--- config.mk ---
export PLATFORM = sky130hd
export DESIGN_NAME = lcd_power_sequencer
export DESIGN_NICKNAME = d
export VERILOG_FILES = /design/src/rtl/lcd_power_sequencer.sv
export SDC_FILE = /design/constraint.sdc
export NUM_CORES = 1
export LEC_CHECK = 0
export ABC_AREA = 1
export CAP_MARGIN = 20
export CORE_MARGIN = 1
export CORE_UTILIZATION = 61
export DETAILED_ROUTE_END_ITERATION = 12
export PLACE_DENSITY = 0.8
export SETUP_SLACK_MARGIN = 0.1
export SLEW_MARGIN = 20
export SYNTH_ARGS = -nofsm -noshare
export SYNTH_HDL_FRONTEND = slang
export SYNTH_SLANG_ARGS = --single-unit
--- constraint.sdc ---
create_clock -name clk -period 2.9 [get_ports clk]
set_input_delay 0.435 -clock clk [delete_from_list [all_inputs] [get_ports clk]]
set_output_delay 0.435 -clock clk [all_outputs]
set_load 0.03 [all_outputs]
--- src/rtl/lcd_power_sequencer.sv ---
// rtl/lcd_power_sequencer.sv - LVDS LCD panel power sequencer with backlight PWM
// Orders VDD -> LVDS/video -> backlight on enable and unwinds in reverse on disable or lock loss.
module lcd_power_sequencer #(
  parameter int TICK_DIV   = 72000,
  parameter int T_VDD_LINK = 20,
  parameter int T_LINK_BL  = 200,
  parameter int T_BL_LINK  = 200,
  parameter int T_LINK_VDD = 20,
  parameter int T_OFF_MIN  = 500,
  parameter int PWM_DIV    = 8
) (
  input  logic       clk,
  input  logic       rst,
  input  logic       enable,
  input  logic       mmcm_lckd,
  input  logic [7:0] brightness,
  output logic       panel_vdd_en,
  output logic       lvds_en,
  output logic       video_en,
  output logic       bl_en,
  output logic       bl_pwm,
  output logic       ready,
  output logic       fault,
  output logic [2:0] state
);

  localparam int T_MAX_A = (T_VDD_LINK > T_LINK_BL) ? T_VDD_LINK : T_LINK_BL;
  localparam int T_MAX_B = (T_BL_LINK > T_LINK_VDD) ? T_BL_LINK : T_LINK_VDD;
  localparam int T_MAX   = (T_MAX_A > T_MAX_B) ? T_MAX_A : T_MAX_B;
  localparam int OFF_CYC = T_OFF_MIN * TICK_DIV;
  localparam int PW      = (TICK_DIV > 1) ? $clog2(TICK_DIV) : 1;
  localparam int TW      = $clog2(T_MAX + 1);
  localparam int OW      = (OFF_CYC > 1) ? $clog2(OFF_CYC) : 1;
  localparam int DW      = (PWM_DIV > 1) ? $clog2(PWM_DIV) : 1;

  typedef enum logic [2:0] {
    S_OFF     = 3'd0,
    S_PWR     = 3'd1,
    S_LINK    = 3'd2,
    S_ON      = 3'd3,
    S_BLOFF   = 3'd4,
    S_LINKOFF = 3'd5
  } state_t;

  state_t          cur;
  state_t          nxt;
  logic [PW-1:0]   presc;
  logic [TW-1:0]   ticks;
  logic [TW-1:0]   dwell;
  logic [OW-1:0]   off_cnt;
  logic            timed;
  logic            presc_last;
  logic            dwell_done;
  logic            off_done;
  logic            abort;

  logic [DW-1:0]   pwm_pre;
  logic [7:0]      pwm_cnt;
  logic [7:0]      duty;
  logic            pwm_step;
  logic [7:0]      cnt_nx;
  logic [7:0]      duty_nx;

  always_comb begin
    dwell = '0;
    case (cur)
      S_PWR:     dwell = TW'(T_VDD_LINK);
      S_LINK:    dwell = TW'(T_LINK_BL);
      S_BLOFF:   dwell = TW'(T_BL_LINK);
      S_LINKOFF: dwell = TW'(T_LINK_VDD);
      default:   dwell = '0;
    endcase
  end

  assign timed      = (cur != S_OFF) && (cur != S_ON);
  assign presc_last = (presc == PW'(TICK_DIV - 1));
  assign dwell_done = timed && presc_last && (ticks == dwell - TW'(1));
  assign off_done   = (off_cnt == OW'(OFF_CYC - 1));
  assign abort      = !enable || !mmcm_lckd;

  always_comb begin
    nxt          = cur;
    panel_vdd_en = 1'b0;
    lvds_en      = 1'b0;
    bl_en        = 1'b0;
    case (cur)
      S_OFF: begin
        if (enable && mmcm_lckd && !fault && off_done) nxt = S_PWR;
      end
      S_PWR: begin
        panel_vdd_en = 1'b1;
        if (abort)           nxt = S_LINKOFF;
        else if (dwell_done) nxt = S_LINK;
      end
      S_LINK: begin
        panel_vdd_en = 1'b1;
        lvds_en      = 1'b1;
        if (abort)           nxt = S_BLOFF;
        else if (dwell_done) nxt = S_ON;
      end
      S_ON: begin
        panel_vdd_en = 1'b1;
        lvds_en      = 1'b1;
        bl_en        = 1'b1;
        if (abort) nxt = S_BLOFF;
      end
      // Shutdown states always run to completion regardless of enable/lock.
      S_BLOFF: begin
        panel_vdd_en = 1'b1;
        lvds_en      = 1'b1;
        if (dwell_done) nxt = S_LINKOFF;
      end
      S_LINKOFF: begin
        panel_vdd_en = 1'b1;
        if (dwell_done) nxt = S_OFF;
      end
      default: nxt = S_OFF;
    endcase
  end

  assign video_en = lvds_en;
  assign ready    = (cur == S_ON);
  assign state    = cur;

  always_ff @(posedge clk) begin
    if (rst) begin
      cur     <= S_OFF;
      presc   <= '0;
      ticks   <= '0;
      off_cnt <= OW'(OFF_CYC - 1);
      fault   <= 1'b0;
    end else begin
      cur <= nxt;
      if (nxt != cur) begin
        presc <= '0;
        ticks <= '0;
      end else if (timed) begin
        if (presc_last) begin
          presc <= '0;
          ticks <= ticks + TW'(1);
        end else begin
          presc <= presc + PW'(1);
        end
      end
      if (cur != S_OFF && nxt == S_OFF) off_cnt <= '0;
      else if (cur == S_OFF && !off_done) off_cnt <= off_cnt + OW'(1);
      if (cur != S_OFF && !mmcm_lckd) fault <= 1'b1;
      else if (cur == S_OFF && !enable) fault <= 1'b0;
    end
  end

  assign pwm_step = (pwm_pre == DW'(PWM_DIV - 1));
  assign cnt_nx   = pwm_step ? pwm_cnt + 8'd1 : pwm_cnt;
  assign duty_nx  = (pwm_step && pwm_cnt == 8'hFF) ? brightness : duty;

  // bl_pwm is built from next-cycle values so it can never lead or trail bl_en.
  always_ff @(posedge clk) begin
    if (rst) begin
      pwm_pre <= '0;
      pwm_cnt <= '0;
      duty    <= '0;
      bl_pwm  <= 1'b0;
    end else begin
      pwm_pre <= pwm_step ? '0 : pwm_pre + DW'(1);
      pwm_cnt <= cnt_nx;
      duty    <= duty_nx;
      bl_pwm  <= (nxt == S_ON) && ((duty_nx == 8'hFF) || (cnt_nx < duty_nx));
    end
  end

endmodule

==> summary.txt <==
Outcome
  – Outcome: finished, final reports clean

Floorplan
  – Die footprint: 8110 µm²
  – Row count: 31
  – Starting density of the core: 0.642
  – Die Y: 90.1 µm
  – Ports: 22
  – Die extent in x: 90.1 µm
  – Core area: 7370 µm²

GRT
  – Antenna violations before repair: 0
  – Gr usage total: 0.268
  – Pin count of the biggest net entering global routing: 26
  – First-pass GRT wire length: 18.0 mm
  – Vias in the first global route: 4233
  – GR Overflow Total: 0

Clock network
  – CTS tree: yes
  – # H-tree levels: 3
  – Clk slew on worst S/H paths: 0.08 ns
  – Setup Fix Bufs, Post-CTS: 0
  – Max Root-Sink Buffers: 2
  – Number of buffers created by CTS: 9
  – Root buffer cell: clkbuf_8
  – Clk_lat worst skew: 0.35 ns
  – Clk sink count: 75

STA
  – Worst Skew: 0.00875 ns
  – Fin crit period: 2.57 ns
  – Max_slew headroom: 0.696
  – Hold Fails Final Rpt: 0
  – TNS Setup: 0 ns
  – RSZ-0062 raised after global routing: no
  – Worst Max-Slew Pin Slew: 0.452 ns
  – Final worst path period share: 0.885
  – Final Worst Setup Slack: 0.334 ns
  – Max Fclk: 0.390 GHz
  – Max Slew Vio Count: 0
  – Min Hold Slack: 0.424 ns
  – Final setup viols: 0

Synthesis
  – Area contributors post-synth: dfxtp_1 32%, nand2_1 14%, inv_1 9.1%, nor2_1 6.0%, nand3_1 5.0%
  – Cell taking the most area after synthesis: dfxtp_1
  – Synth cell types: 35
  – Mapped Avg Cell Area: 6.66 µm²
  – Synth Cell Area: 4730 µm²
  – Synth warn: 0
  – Synth Flop Type: dfxtp_1
  – Register area share after synthesis: 0.317
  – Yosys reg bits: 75
  – Synth cell count leaders: 175 x nand2_1, 115 x inv_1, 75 x dfxtp_1, 75 x nor2_1, 47 x nand3_1
  – Net Count, Synth: 738
  – Gate Count Post-Synth: 710
  – EDFF count, synth: 0
  – Top cell type's share of synthesized area: 0.317
  – Post-synth ARST share: 0
  – Top-count cell post-synth: nand2_1

Worst setup path
  – R2R Setup Slk: 0.33 ns
  – Crit path DAT: 2.84 ns
  – WP data required: 3.17 ns
  – Crit end category: flip-flop
  – Critical-path maximum fanout: 19
  – Worst setup SP type: flip-flop
  – Critical path class: reg2reg

Pwr
  – PwrDens: 703 nW/µm²
  – Leak pwr: 2.21 nW
  – Psw: 0.00154 W
  – Sw frac: 0.418
  – Combinational fraction of design power: 0.426
  – P_int: 0.00215 W
  – Peak supply drop: 0.393 mV
  – Sequential fraction of design power: 0.334
  – Clock share of power: 0.240

Cells and area
  – Antenna cells: 0
  – Finished Cell Area: 5250 µm²
  – Layout area overhead: 11.1%
  – # nets final: 761
  – Share of cells above drive strength 1: 0.0923
  – Post-Layout Cell Count: 836

Routing
  – 1st-iter DRT viols: 199
  – Vias: 4515
  – DR DRC count: 0
  – Routed wire length: 10.5 mm
  – WL per Instance: 12.6 µm
  – DR vias/cell: 5.40
  – First drt pass iteration count: 6
  – Antenna-violating nets left: 0

Min path
  – Class of the worst hold path: reg2reg

Placement
  – Pre-CTS WS: 0.264 ns
  – DP Wirelength: 7.85 mm
  – Placed cell count: 821
  – Dpl cell area: 5030 µm²
  – I/O Buffers: 21
  – GPL Wtd Cong: 0.953

Run
  – Max-cap violations: 0
-- worst paths after layout --
path	from	endpoint	cells after the start
setup / recovery	state[2]	ticks[0]	19
hold / removal	pwm_pre[0]	pwm_pre[0]	1
hold reg to reg	pwm_pre[0]	pwm_pre[0]	1
setup reg to reg	state[2]	ticks[0]	19
-- per-stage QoR --
step                total power [W]   util
floorplan                   0.00240      -
global placement            0.00276  0.682
detailed placement          0.00280  0.682
CTS                         0.00369  0.711
global route                0.00393  0.713
finish                      0.00369  0.713
-- final cells by class --
class | instances | area [µm²]
inverters | 120 | 450
repair buffers | 29 | 295
fillers | 618 | 2120
multi-input cells | 498 | 2660
clock inverters | 5 | 77.6
flip-flops and latches | 75 | 1510
well taps | 99 | 124
clock buffers | 10 | 138
-- power groups by stage --
stage / clock (W) / combinational, W / sequential (W)
floorplan: 0 / 0.00116 / 0.00124
global placement: 0 / 0.00151 / 0.00124
detailed placement: 0 / 0.00155 / 0.00125
CTS: 0.000905 / 0.00156 / 0.00123
global route: 0.000945 / 0.00173 / 0.00125
finish: 0.000887 / 0.00157 / 0.00123
-- flip-flops by register name (all words and copies together) (netlist names) --
| register | flops |
|---|---|
| ticks | 8 |
| off_cnt | 26 |
| state | 3 |
| bl_pwm | 1 |
| pwm_cnt | 8 |
| pwm_pre | 3 |
| duty | 8 |
| presc | 17 |
| fault | 1 |
-- critical path: stages, from the launching register on --
cell,delay (ns)
dfxtp_2,0.38
inv_2,0.08
nor3_1,0.13
inv_1,0.14
nand2_1,0.11
inv_1,0.07
ha_1,0.29
inv_1,0.04
nand2_1,0.04
nand2_1,0.04
nor2_1,0.09
nand2_1,0.06
nor2_1,0.14
nand2_2,0.12
nand2_1,0.07
nand2_1,0.08
nand3_1,0.14
nand2_4,0.12
buf_12,0.18
nor3_1,0.17
-- logic make-up after synthesis --
| kind of cell | after synthesis | synth area share |
|---|---|---|
| DFF | 75 | 0.317 |
| AOI/OAI and AO/OA | 48 | 0.0553 |
| xor gates and xnor gates | 33 | 0.0611 |
| muxes | 1 | 0.00212 |
| buffers and inverters | 137 | 0.121 |
| and+or+nand+nor | 400 | 0.401 |
| adders and majority gates | 16 | 0.0423 |
-- placed cells by master (no fill, tap or decap), types with 5 or more instances in the layout --
master / n
ha_1: 16
o21ai_0: 19
a21oi_1: 22
clkdlybuf4s50_1: 21
nand2_1: 174
inv_1: 114
dfxtp_1: 72
nor3_1: 36
nor3_2: 21
nand3b_1: 6
nand2_2: 5
nand3_1: 47
clkbuf_8: 10
buf_4: 6
nand4_1: 19
nor2_1: 75
xor2_1: 23
xnor2_1: 10
-- per-layer routing --
metal | vias up | global-route usage | wire length, µm | part of all wire
li1 | 2284 | - | - | -
met1 | 2052 | 0.311 | 4470 | 0.42
met2 | 140 | 0.467 | 5210 | 0.49
met3 | 39 | 0.0482 | 463 | 0.044
met4 | 0 | 0.142 | 399 | 0.038
met5 | - | 0 | 0 | 0
-- timing repair --
item,in CTS,in global routing
hold buffers,0,0
setup endpoints to repair,0,42
resized for setup,0,7
Power figures use the tool's default switching activity.
